$ cat config.mk
export PLATFORM = sky130hd
export DESIGN_NAME = pipe_phy_ctrl_seq
export DESIGN_NICKNAME = d
export VERILOG_FILES = /design/src/rtl/pipe_ctrl_pkg.sv /design/src/rtl/pipe_wait_timer.sv /design/src/rtl/pipe_phy_ctrl_seq.sv
export SDC_FILE = /design/constraint.sdc
export NUM_CORES = 1
export LEC_CHECK = 0
export ABC_AREA = 1
export CORE_MARGIN = 2
export CORE_UTILIZATION = 50
export DETAILED_ROUTE_END_ITERATION = 16
export GPL_ROUTABILITY_DRIVEN = 0
export GPL_TIMING_DRIVEN = 0
export MAX_ROUTING_LAYER = met4
export PLACE_DENSITY_LB_ADDON = 0.12
export SYNTH_ARGS = -nofsm -noshare
export SYNTH_HDL_FRONTEND = slang
export SYNTH_SLANG_ARGS = --single-unit
$ cat constraint.sdc
create_clock -name clk -period 3.1 [get_ports clk]
set_input_delay 0.62 -clock clk [delete_from_list [all_inputs] [get_ports clk]]
set_output_delay 0.62 -clock clk [all_outputs]
set_load 0.02 [all_outputs]
$ cat src/rtl/pipe_ctrl_pkg.sv
// Shared types and PIPE encodings for the MAC-side PIPE control sequencer.
package pipe_ctrl_pkg;

    typedef enum logic [1:0] {DETECT = 2'd0, POWERDOWN = 2'd1, RATE = 2'd2} ctrl_op_e;
    typedef enum logic [1:0] {OK = 2'd0, TIMEOUT = 2'd1, ILLEGAL = 2'd2} ctrl_status_e;

    typedef enum logic [2:0] {
        ST_RST_HOLD, ST_WAIT_READY, ST_IDLE, ST_DETECT, ST_PD_WAIT, ST_RATE_WAIT, ST_RESP
    } ctrl_state_e;

    localparam logic [3:0] PD_P0  = 4'h0;
    localparam logic [3:0] PD_P0S = 4'h1;
    localparam logic [3:0] PD_P1  = 4'h2;
    localparam logic [3:0] PD_P2  = 4'h3;

    localparam logic [2:0] RX_DETECTED = 3'b011;

endpackage

$ cat src/rtl/pipe_wait_timer.sv
// Saturating cycle counter with synchronous clear; tc is high once the count reaches limit.
module pipe_wait_timer #(
    parameter int CW = 11
) (
    input  logic          clk,
    input  logic          reset,
    input  logic          clr,
    input  logic [CW-1:0] limit,
    output logic          tc
);

    logic [CW-1:0] cnt;

    always_ff @(posedge clk or posedge reset) begin
        if (reset)
            cnt <= '0;
        else if (clr)
            cnt <= '0;
        else if (cnt != '1)
            cnt <= cnt + CW'(1);
    end

    assign tc = (cnt >= limit);

endmodule

$ cat src/rtl/pipe_phy_ctrl_seq.sv
// MAC-side PIPE control sequencer for one lane: PHY reset bring-up, then
// single DETECT / POWERDOWN / RATE commands completed on PhyStatus or timeout.
module pipe_phy_ctrl_seq
    import pipe_ctrl_pkg::*;
#(
    parameter int         RESET_HOLD  = 16,
    parameter int         TIMEOUT_CYC = 1024,
    parameter logic [3:0] P1_CODE     = PD_P1,
    parameter logic [3:0] P0_CODE     = PD_P0
) (
    input  logic       clk,
    input  logic       reset,
    input  logic       req_valid,
    input  logic [1:0] req_op,
    input  logic [3:0] req_arg,
    output logic       req_ready,
    output logic       rsp_valid,
    output logic [1:0] rsp_status,
    output logic       rsp_rx_present,
    output logic       phy_ready,
    input  logic       PhyStatus,
    input  logic [2:0] RxStatus,
    output logic       phy_reset_n,
    output logic [3:0] Powerdown,
    output logic [3:0] Rate,
    output logic       TxDetectRx,
    output logic       TxElecIdle
);

    localparam int CW = $clog2(TIMEOUT_CYC + 1);

    ctrl_state_e  state, state_n;
    ctrl_status_e stat_q, stat_n;
    logic [3:0]   pd_q, pd_n, rate_q, rate_n;
    logic         det_q, det_n, prst_q, prst_n, rxp_q, rxp_n, rdy_q, rdy_n;
    logic         tc, clr;
    logic [CW-1:0] limit;

    // One timer serves the reset hold and every PhyStatus wait; it restarts on each state change.
    assign clr   = (state_n != state);
    assign limit = (state == ST_RST_HOLD) ? CW'(RESET_HOLD - 1) : CW'(TIMEOUT_CYC);

    pipe_wait_timer #(.CW(CW)) u_timer (
        .clk   (clk),
        .reset (reset),
        .clr   (clr),
        .limit (limit),
        .tc    (tc)
    );

    always_ff @(posedge clk or posedge reset) begin
        if (reset) begin
            state  <= ST_RST_HOLD;
            stat_q <= OK;
            pd_q   <= P1_CODE;
            rate_q <= 4'h0;
            det_q  <= 1'b0;
            prst_q <= 1'b0;
            rxp_q  <= 1'b0;
            rdy_q  <= 1'b0;
        end else begin
            state  <= state_n;
            stat_q <= stat_n;
            pd_q   <= pd_n;
            rate_q <= rate_n;
            det_q  <= det_n;
            prst_q <= prst_n;
            rxp_q  <= rxp_n;
            rdy_q  <= rdy_n;
        end
    end

    always_comb begin
        state_n = state;
        stat_n  = stat_q;
        pd_n    = pd_q;
        rate_n  = rate_q;
        det_n   = det_q;
        prst_n  = prst_q;
        rxp_n   = rxp_q;
        rdy_n   = rdy_q;
        case (state)
            ST_RST_HOLD: if (tc) begin
                prst_n  = 1'b1;
                state_n = ST_WAIT_READY;
            end
            // A PHY that never drops PhyStatus leaves phy_ready low; commands then all fail ILLEGAL.
            ST_WAIT_READY: if (!PhyStatus) begin
                rdy_n   = 1'b1;
                state_n = ST_IDLE;
            end else if (tc) begin
                state_n = ST_IDLE;
            end
            ST_IDLE: if (req_valid) begin
                rxp_n   = 1'b0;
                stat_n  = ILLEGAL;
                state_n = ST_RESP;
                if (rdy_q) begin
                    case (req_op)
                        DETECT: if (pd_q == P1_CODE) begin
                            det_n   = 1'b1;
                            stat_n  = OK;
                            state_n = ST_DETECT;
                        end
                        POWERDOWN: begin
                            pd_n    = req_arg;
                            stat_n  = OK;
                            state_n = ST_PD_WAIT;
                        end
                        RATE: if (pd_q == P0_CODE) begin
                            rate_n  = req_arg;
                            stat_n  = OK;
                            state_n = ST_RATE_WAIT;
                        end
                        default: ;
                    endcase
                end
            end
            // Completion is tested before timeout so a same-cycle PhyStatus reports OK.
            ST_DETECT, ST_PD_WAIT, ST_RATE_WAIT: if (PhyStatus) begin
                if (state == ST_DETECT) rxp_n = (RxStatus == RX_DETECTED);
                det_n   = 1'b0;
                state_n = ST_RESP;
            end else if (tc) begin
                det_n   = 1'b0;
                stat_n  = TIMEOUT;
                state_n = ST_RESP;
            end
            ST_RESP: state_n = ST_IDLE;
            default: state_n = ST_RST_HOLD;
        endcase
    end

    assign req_ready      = (state == ST_IDLE);
    assign rsp_valid      = (state == ST_RESP);
    assign rsp_status     = stat_q;
    assign rsp_rx_present = rxp_q;
    assign phy_ready      = rdy_q;
    assign phy_reset_n    = prst_q;
    assign Powerdown      = pd_q;
    assign Rate           = rate_q;
    assign TxDetectRx     = det_q;
    assign TxElecIdle     = (pd_q != P0_CODE);

endmodule

==> flow_summary_export.csv <==
group,metric,value,unit
run_status,status,"finished, final reports clean",
critical_path,regToRegSetupSlack,0.35,ns
timing,slew_viol_final,0,
critical_path,cp-start-kind,"flop",
detailed_routing,wire_per_inst,11.5,um
synth,yosysSeqAreaShare,41.4,%
power,p_per_area,823,nW/um2
final_layout,fin_util,63.0,%
cts,insertion_delay,0.33,ns
synth,yosysWarnings,0,
critical_path,cp.required,3.38,ns
cts,cts_tree,"yes",
synth,syn-mean-instance-area,7.75,um2
final_layout,final_area,2070,um2
timing,slew_headroom,30.2,%
floorplanning,start_util,51.7,%
global_routing,grt_pass1_vias,1384,
global_routing,grt_max_degree,29,
floorplanning,core.rowCount,21,
power,p_leak,1.05,nW
cts,cts_resized,0,
floorplanning,die_w,62.3,um
cts,postCtsSetupBuffers,0,
worst_hold_path,holdCritPathClass,"reg -> reg",
synth,yosys-top-cells-area,"dfrtp_1 (40%), nand2_1 (11%), inv_1 (7.5%)",
final_layout,nFillCells,283,
final_layout,insertedDiodeCount,0,
floorplanning,boundaryPins,30,
detailed_routing,vias,1475,
placed_design,placedCellCount,294,
detailed_routing,post_drt_via_cell_ratio,4.95,
detailed_routing,drc_errors,0,
floorplanning,coreArea,3280,um2
floorplanning,die_h,62.3,um
synth,synth_area_leader_cell,"dfrtp_1",
final_layout,area_growth,22.1,%
placed_design,hpwl,2.64,mm
timing,finalCritPeriodShare,88.6,%
final_layout,layout.cells.non_filler,298,
cts,cts_buffers,3,
global_routing,antenna_found_initial,0,
critical_path,crit_path_end_kind,"flop",
timing,setup_viol,0,
cts,cts_max_level,1,
synth,synth_cell_types,25,
timing,clock.fmax,0.364,GHz
critical_path,worstPathMaxFanout,10,
cts,clk_path_buf_depth,2,
cts,cts_hold_buffers,0,
timing,grt_setup_unrepaired,"false",
timing,finalHoldViolations,0,
synth,syn_area,1700,um2
detailed_routing,routed_wl,3.43,mm
cts,cts.clk_slew.worst_paths,0.15,ns
synth,synth_cells,219,
cts,clkSinkCount,28,
critical_path,critPathKind,"reg -> reg",
detailed_routing,detail-route-antenna-nets,0,
detailed_routing,drt-initial-drc-count,84,
timing,tightestPinTransition,1.05,ns
floorplanning,fp.dieArea,3880,um2
synth,synth_nets,242,
power,power,1.70,mW
final_layout,drive_above_1_share,11.5,%
run,max_cap_viol_count,0,
synth,synth_top_area_share,39.8,%
placed_design,place_area,2040,um2
cts,root_buffer,"clkbuf_4",
timing,fin_skew,0.00743,ns
global_routing,overflow,0,
global_routing,grt_pass1_wl,6.13,mm
critical_path,cp.arrival,3.03,ns
timing,fin_crit,2.75,ns
timing,tns,0,ns
final_layout,final_nets,276,
placed_design,port_buffers,29,
synth,ys_ff_latch,28,
global_routing,track_usage,19.9,%
detailed_routing,first_pass_iters,4,
power,vdd_drop_max,0.525,mV
area by class of cell:
class	count	area, um2	area share, %
Sequential cell	28	702	33.9
Clock buffer	4	26.3	1.27
Multi-Input combinational cell	154	848	41.0
Inverter	36	135	6.53
Timing Repair Buffer	29	290	14.0
Tap cell	46	57.6	2.78
Buffer	1	11.3	0.544
worst paths after layout:
check	start	to	cells after the start
max in group asynchronous	reset	phy_ready$_DFFE_PP0P_	2
hold reg to reg	Rate[0]$_DFFE_PP0P_	Rate[0]$_DFFE_PP0P_	2
setup reg to reg	state[0]$_DFF_PP0_	u_timer.cnt[4]$_DFFE_PP0P_	13
min in group asynchronous	reset	Rate[3]$_DFFE_PP0P_	2
setup / recovery	state[0]$_DFF_PP0_	u_timer.cnt[4]$_DFFE_PP0P_	13
hold / removal	Rate[0]$_DFFE_PP0P_	Rate[0]$_DFFE_PP0P_	2
critical path, cell delays in order (launching register included):
cell	delay [ns]
dfrtp_1	0.47
nor3_1	0.53
inv_1	0.18
ha_1	0.33
a21oi_1	0.13
o21ai_0	0.09
nand2_1	0.18
nand2_2	0.10
nand2_2	0.08
nand2_1	0.05
a31oi_1	0.16
nand3_1	0.14
buf_6	0.18
nor2_2	0.08
state kept, by name (all words and copies together), names as in the netlist:
register        count
phy_reset_n         1
rsp_status          2
phy_ready           1
Powerdown           4
TxDetectRx          1
state               3
rsp_rx_present      1
Rate                4
u_timer.cnt        11
report_power, final:
part	switching (mW)	internal, mW
sequential	0.0843	0.472
clock	0.107	0.0505
combinational	0.586	0.404
total	0.777	0.927
synthesized netlist by cell type, drive strengths merged:
cell type and number:
a31oi 1, buf 1, dfstp 1, mux2 1, ha 10, a41oi 1
nor2 32, inv 36, nand3b 3, xor2 4, a21o 1, nand4 2
nor3 4, o21ai 15, nand3 23, o2111ai 1, xnor2 1, dfrtp 27
nand2 51, a21oi 4
routing by layer:
metal	share of wire [%]	vias to the layer above	global-route usage [%]
li1	-	764	-
met1	48	684	25.6
met2	48	25	33.6
met3	3.5	2	4.35
met4	0.52	0	2.50
met5	0	-	-
cell families (layout without fill, tap and decap cells):
group	Yosys count	in the layout	share of synthesized area (%)
AOI/OAI and AO/OA	23	23	7.45
xor gates and xnor gates	5	5	2.58
adders and majority gates	10	10	7.37
buffers and inverters	37	70	8.63
DFF	28	28	41.4
muxes	1	1	0.664
and+or+nand+nor	115	115	31.9
placed cells by master, fill, tap and decap left out, drive strengths merged, types with 2 or more instances in the layout:
master / count
nor3: 4
nand2: 51
dfrtp: 27
ha: 10
o21ai: 15
nand4: 2
nor2: 32
clkbuf: 4
a21oi: 4
nand3b: 3
inv: 36
xor2: 4
nand3: 23
clkdlybuf4s50: 29
metrics by stage:
| step | setup slack (ns) | hold WS (ns) |
|---|---|---|
| 2_1_floorplan | 0.822 | 0.541 |
| 5_1_grt | 0.116 | 0.535 |
| 4_1_cts | 0.330 | 0.511 |
| 6_report | 0.355 | 0.502 |
| 3_5_place_dp | 0.373 | 0.477 |
| 3_3_place_gp | 0.450 | 0.447 |
No activity file was read; power rests on OpenSTA's default activity.
